### src/rtl/fluxo_dados_genius_param.sv
// Parametrised datapath for the memory-sequence game (Genius).
// Holds the address/limit counters, a writable sequence RAM, the move and
// memory-data registers, a press edge detector, a display timer and a
// saturating idle timeout.
// Ports:
//   clock, reset_n (async, active-low)
//   botoes            raw (synchronised) button inputs
//   zeraE/L/R/M/TMR   sync clears; contaE/L/TMR increments
//   registraR/M       register loads; escreveM RAM write
//   fimE/L/TMR, jogada_feita, jogada_valida, chavesIgualMemoria,
//   enderecoIgualLimite, enderecoMenorOuIgualLimite, timeout, db_*
// Optional macro GERA_ALEATORIO_EN: RAM write data comes from a 16-bit
// LFSR as a one-hot move instead of the move register.
module fluxo_dados_genius_param #(
    parameter int BTN_W       = 4,
    parameter int ADDR_W      = 4,
    parameter int TIMEOUT_CYC = 5000,
    parameter int SHOW_CYC    = 500
) (
    input  logic              clock,
    input  logic              reset_n,
    input  logic [BTN_W-1:0]  botoes,
    input  logic              zeraE,
    input  logic              zeraL,
    input  logic              zeraR,
    input  logic              zeraM,
    input  logic              zeraTMR,
    input  logic              contaE,
    input  logic              contaL,
    input  logic              contaTMR,
    input  logic              registraR,
    input  logic              registraM,
    input  logic              escreveM,
    output logic              fimE,
    output logic              fimL,
    output logic              fimTMR,
    output logic              jogada_feita,
    output logic              jogada_valida,
    output logic              chavesIgualMemoria,
    output logic              enderecoIgualLimite,
    output logic              enderecoMenorOuIgualLimite,
    output logic              timeout,
    output logic              db_tem_jogada,
    output logic [ADDR_W-1:0] db_contagem,
    output logic [ADDR_W-1:0] db_limite,
    output logic [BTN_W-1:0]  db_jogada,
    output logic [BTN_W-1:0]  db_memoria
);

    localparam int DEPTH = 2 ** ADDR_W;
    localparam int TMR_W = (SHOW_CYC > 1) ? $clog2(SHOW_CYC) : 1;
    localparam int TO_W  = $clog2(TIMEOUT_CYC + 1);
    localparam logic [TMR_W-1:0] TMR_LAST = TMR_W'(SHOW_CYC - 1);
    localparam logic [TO_W-1:0]  TO_LAST  = TO_W'(TIMEOUT_CYC);

    logic [ADDR_W-1:0] endereco_q, endereco_d;
    logic [ADDR_W-1:0] limite_q, limite_d;
    logic [TMR_W-1:0]  tmr_q, tmr_d;
    logic [TO_W-1:0]   tout_q, tout_d;
    logic [BTN_W-1:0]  jogada_q, jogada_d;
    logic [BTN_W-1:0]  memoria_q, memoria_d;
    logic              hist_q, hist_d;
    logic [BTN_W-1:0]  rd_q;
    logic [BTN_W-1:0]  wdata;
    logic [BTN_W-1:0]  ram [DEPTH];
    logic              tem;
    logic              tout_hit;

    assign tem      = |botoes;
    assign tout_hit = (tout_q == TO_LAST);

`ifdef GERA_ALEATORIO_EN
    logic [15:0] lfsr_q, lfsr_d;
    logic [4:0]  sel;

    // Fibonacci taps 16,14,13,11 shifted in at the LSB.
    assign lfsr_d = {lfsr_q[14:0],
                     lfsr_q[15] ^ lfsr_q[13] ^ lfsr_q[12] ^ lfsr_q[10]};
    assign sel    = {1'b0, lfsr_q[3:0]} % 5'(BTN_W);
    assign wdata  = BTN_W'(1) << sel;

    always_ff @(posedge clock or negedge reset_n) begin
        if (!reset_n) lfsr_q <= 16'hACE1;
        else          lfsr_q <= lfsr_d;
    end
`else
    assign wdata = jogada_q;
`endif

    always_comb begin
        endereco_d = endereco_q;
        if (zeraE)       endereco_d = '0;
        else if (contaE) endereco_d = endereco_q + ADDR_W'(1);

        limite_d = limite_q;
        if (zeraL)       limite_d = '0;
        else if (contaL) limite_d = limite_q + ADDR_W'(1);

        tmr_d = tmr_q;
        if (zeraTMR)       tmr_d = '0;
        else if (contaTMR) tmr_d = (tmr_q == TMR_LAST) ? '0 : tmr_q + TMR_W'(1);

        // Any activity restarts the idle count; otherwise it saturates.
        tout_d = tout_q;
        if (contaE || zeraE || tem) tout_d = '0;
        else if (!tout_hit)         tout_d = tout_q + TO_W'(1);

        jogada_d = jogada_q;
        if (zeraR)          jogada_d = '0;
        else if (registraR) jogada_d = botoes;

        memoria_d = memoria_q;
        if (zeraM)          memoria_d = '0;
        else if (registraM) memoria_d = rd_q;

        hist_d = zeraL ? 1'b0 : tem;
    end

    always_ff @(posedge clock or negedge reset_n) begin
        if (!reset_n) begin
            endereco_q <= '0;
            limite_q   <= '0;
            tmr_q      <= '0;
            tout_q     <= '0;
            jogada_q   <= '0;
            memoria_q  <= '0;
            hist_q     <= 1'b0;
        end else begin
            endereco_q <= endereco_d;
            limite_q   <= limite_d;
            tmr_q      <= tmr_d;
            tout_q     <= tout_d;
            jogada_q   <= jogada_d;
            memoria_q  <= memoria_d;
            hist_q     <= hist_d;
        end
    end

    // Sequence RAM: read-before-write, no reset so it maps onto block RAM.
    always_ff @(posedge clock) begin
        if (escreveM) ram[endereco_q] <= wdata;
        rd_q <= ram[endereco_q];
    end

    // Combinational flags are forced low while reset is held.
    assign fimE          = reset_n & (endereco_q == '1);
    assign fimL          = reset_n & (limite_q == '1);
    assign fimTMR        = reset_n & (tmr_q == TMR_LAST);
    assign jogada_feita  = reset_n & tem & ~hist_q;
    assign jogada_valida = reset_n & (jogada_q != '0)
                         & ((jogada_q & (jogada_q - BTN_W'(1))) == '0);
    assign chavesIgualMemoria         = reset_n & (jogada_q == memoria_q);
    assign enderecoIgualLimite        = reset_n & (endereco_q == limite_q);
    assign enderecoMenorOuIgualLimite = reset_n & (endereco_q <= limite_q);
    assign timeout       = reset_n & tout_hit;
    assign db_tem_jogada = reset_n & tem;
    assign db_contagem   = endereco_q;
    assign db_limite     = limite_q;
    assign db_jogada     = jogada_q;
    assign db_memoria    = memoria_q;

endmodule

### config.mk
export PLATFORM = sky130hd
export DESIGN_NAME = fluxo_dados_genius_param
export DESIGN_NICKNAME = d
export VERILOG_FILES = /design/src/rtl/fluxo_dados_genius_param.sv
export SDC_FILE = /design/constraint.sdc
export NUM_CORES = 1
export LEC_CHECK = 0
export CAP_MARGIN = 30
export CORE_ASPECT_RATIO = 0.6
export CORE_UTILIZATION = 25
export CTS_BUF_LIST = sky130_fd_sc_hd__clkbuf_4
export DETAILED_ROUTE_END_ITERATION = 12
export MAX_ROUTING_LAYER = met4
export SLEW_MARGIN = 20
export SYNTH_ARGS = -nofsm -noshare
export SYNTH_HDL_FRONTEND = slang
export SYNTH_SLANG_ARGS = --single-unit
### constraint.sdc
create_clock -name clock -period 3.7 [get_ports clock]
set_input_delay 0.555 -clock clock [delete_from_list [all_inputs] [get_ports clock]]
set_output_delay 0.555 -clock clock [all_outputs]
set_load 0.01 [all_outputs]
==> results.cfg <==
[outcome]
status = completed

[place]
dp_cells = 625
gp_congestion = 0.834
hpwl_mm = 7.89
place_area_mm2 = 0.00549
portBuffers = 42

[critical_path]
cp_num_buf_inv = 1
critPathTopFamily = flip-flops
r2r_slack_ns = 1.65
critPathCaptureType = output pin
worstPathArrival_ns = 2.50
critical_path.cell_chain = ha_1 -> a21oi_1 -> o22ai_1 -> o2bb2ai_1 -> and2_1 -> clkdlybuf4s50_1
worstPathMaxFanout = 15
cp-start-kind = flip-flop
worstPathRequired_ns = 3.14
cp_slowest_cell = dfrtp_1
critPathMaxStageDelay_ns = 0.65
worstSetupPathType = reg -> out

[timing]
slew_headroom = 0.536
max_freq_mhz = 327
skew_ns = 0.0205
finalSetupTns_ns = 0
worst_pin_slew_ns = 0.690
setup_viol = 0
slew_viol_final = 0
fin_crit_ns = 3.06
grt_setup_unrepaired = false
hold_viol_final = 0
finalCritPeriodShare = 0.827

[pwr]
seqPwrFrac = 0.592
clock_power_share = 0.297
total_power_mw = 2.25
internal-power_mw = 1.71
power_density_mw_per_mm2 = 397
swShare = 0.240
power_leakage_nw = 2.08
comb_power_share = 0.111
p_sw_mw = 0.540
ir_worst_vdd_uv = 136

[hold_path]
hold_class = reg -> reg

[die]
num_rows = 38
core_area_mm2 = 0.0184
initial_core_util = 0.259
dieArea_mm2 = 0.0196
die_width_um = 180
die_y_um = 109
io_pins = 43

[clock_network]
cts.sinks = 107
cts_max_path_buffers = 2
cts-root-buf = clkbuf_4
clk_latency_ns = 0.47
cts_made_buffers = 9
clk_pin_slew_ns = 0.16
cts_tree = built
htree_levels = 3
postCtsSetupBuffers = 0

[synthesis]
synthCells = 345
ys.flop_type = edfxtp_1
synth_top_area_cell = edfxtp_1
seq_area_frac_synth = 0.626
ys_warn_count = 0
synth_area_leaders = edfxtp_1 40%, dfrtp_1 21%, mux4_2 7.6%
syn_area_mm2 = 0.00476
avgSynthCellArea_um2 = 13.8
synth_seq_cells = 107
synth_top_area_frac = 0.404
synth_most_common_cell = edfxtp_1
async_flop_share = 0.364
synth_edf_count = 64
yosysUniqueCellTypes = 46
synth_commonest_cells = 64 x edfxtp_1, 48 x nor2_1, 39 x dfrtp_1
synthesis.nets = 374

[final_layout]
syn2layout_area_growth_pct = 19.1
final_nets = 426
utilization = 0.309
finalNonFillerCells = 643
nFillCells = 1831
drive_above_1_share = 0.132
ff_latch_area_mm2 = 0.00298
multiInputGateArea_mm2 = 0.00167
fin_area_mm2 = 0.00566

[grt]
grt-ovfl-total = 0
track_usage = 0.117
grt_max_degree = 23
grt_pass1_vias = 2911
grt_pass1_wl_mm = 16.6
antenna_found_initial = 1

[drt]
drc = 0
postRouteAntennaNets = 0
dr.first_iter.drc_count = 308
wl_per_cell_um = 16.4
wl_mm = 10.6
firstDrtPassIters = 4
num_vias = 2923
routed_via_density = 4.55

[job]
cap_violations = 0
## worst paths after layout
| kind | startpoint | to | cells after the start |
|---|---|---|---|
| min in group asynchronous | reset_n | tout_q[12] | 2 |
| max in group asynchronous | reset_n | db_limite[2] | 4 |
| max reg2reg | db_contagem[0] | rd_q[3] | 4 |
| min reg2reg | rd_q[1] | db_memoria[1] | 2 |
| min | rd_q[1] | db_memoria[1] | 2 |
| max | db_contagem[2] | enderecoMenorOuIgualLimite | 6 |
## logic make-up (layout without fill, tap and decap cells)
family | Yosys count | in the layout | share of synthesized area
buf+inv | 24 | 81 | 0.0221
simple gates | 117 | 117 | 0.125
flops | 107 | 107 | 0.626
compound gates | 31 | 31 | 0.0455
fa+ha+maj | 12 | 12 | 0.0316
mux | 30 | 30 | 0.106
xor+xnor | 24 | 24 | 0.0442
other cells | 0 | 1 | 0
## power groups by stage
stage	sequential, mW	clock, mW	combinational, mW
after global routing	1.34	0.729	0.273
after global placement	1.36	0	0.246
after CTS	1.33	0.690	0.252
after floorplan	1.35	0	0.130
after detailed placement	1.36	0	0.250
final	1.33	0.668	0.249
## registers in the layout (all words and copies together) (netlist names), 4 cells and up
name	cells
ram	64
db_contagem	4
db_jogada	4
tout_q	13
db_limite	4
db_memoria	4
rd_q	4
tmr_q	9
## cells in the final DEF (no fill, tap or decap), drive strengths merged, types with 7 or more instances in the layout
cell type and n:
edfxtp 64, nor2 48, clkdlybuf4s50 41, dfrtp 39, nand2 19, mux4 16, inv 13, xor2 12
xnor2 12, mux2i 12, ha 12, buf 11, clkbuf 10, a22oi 8, nand4 8, nor3 8
and3 7, o21ai 7
## metrics by stage
stage / hold slack (ns) / worst slack (ns)
2_1_floorplan: 0.259 / 1.51
4_1_cts: 0.520 / 0.575
5_1_grt: 0.552 / 0.468
3_5_place_dp: 0.486 / 0.826
3_3_place_gp: 0.468 / 0.837
6_report: 0.521 / 0.641
## worst min-delay path, cell delays in order, from the launching register on
cell	delay, ns
dfxtp_1	0.34
mux2i_1	0.06
nor2_1	0.09
## area by class of cell
class,instances,area share
timing repair buffer,53,0.0884
multi-input combinational,214,0.295
clock inverter,6,0.0157
antenna,1,0.000442
clock buffer,10,0.0133
sequential,107,0.526
inverter,12,0.00795
tap,240,0.0530
## timing repair
item / 4_1_cts / 5_1_grt
endpoints found under the hold margin: 6 / 0
hold buffers: 1 / 0
setup endpoints to repair: 0 / 0
gates resized for setup: 0 / 0
## metal layers
layer  up-vias  part of all wire  GRT usage
li1       1371                 -          -
met1      1478              0.51      0.168
met2        61              0.43      0.167
met3        13             0.050     0.0220
met4         0             0.012     0.0366
met5         -                 0          -
Note: power is estimated with default switching activity, not from simulation.
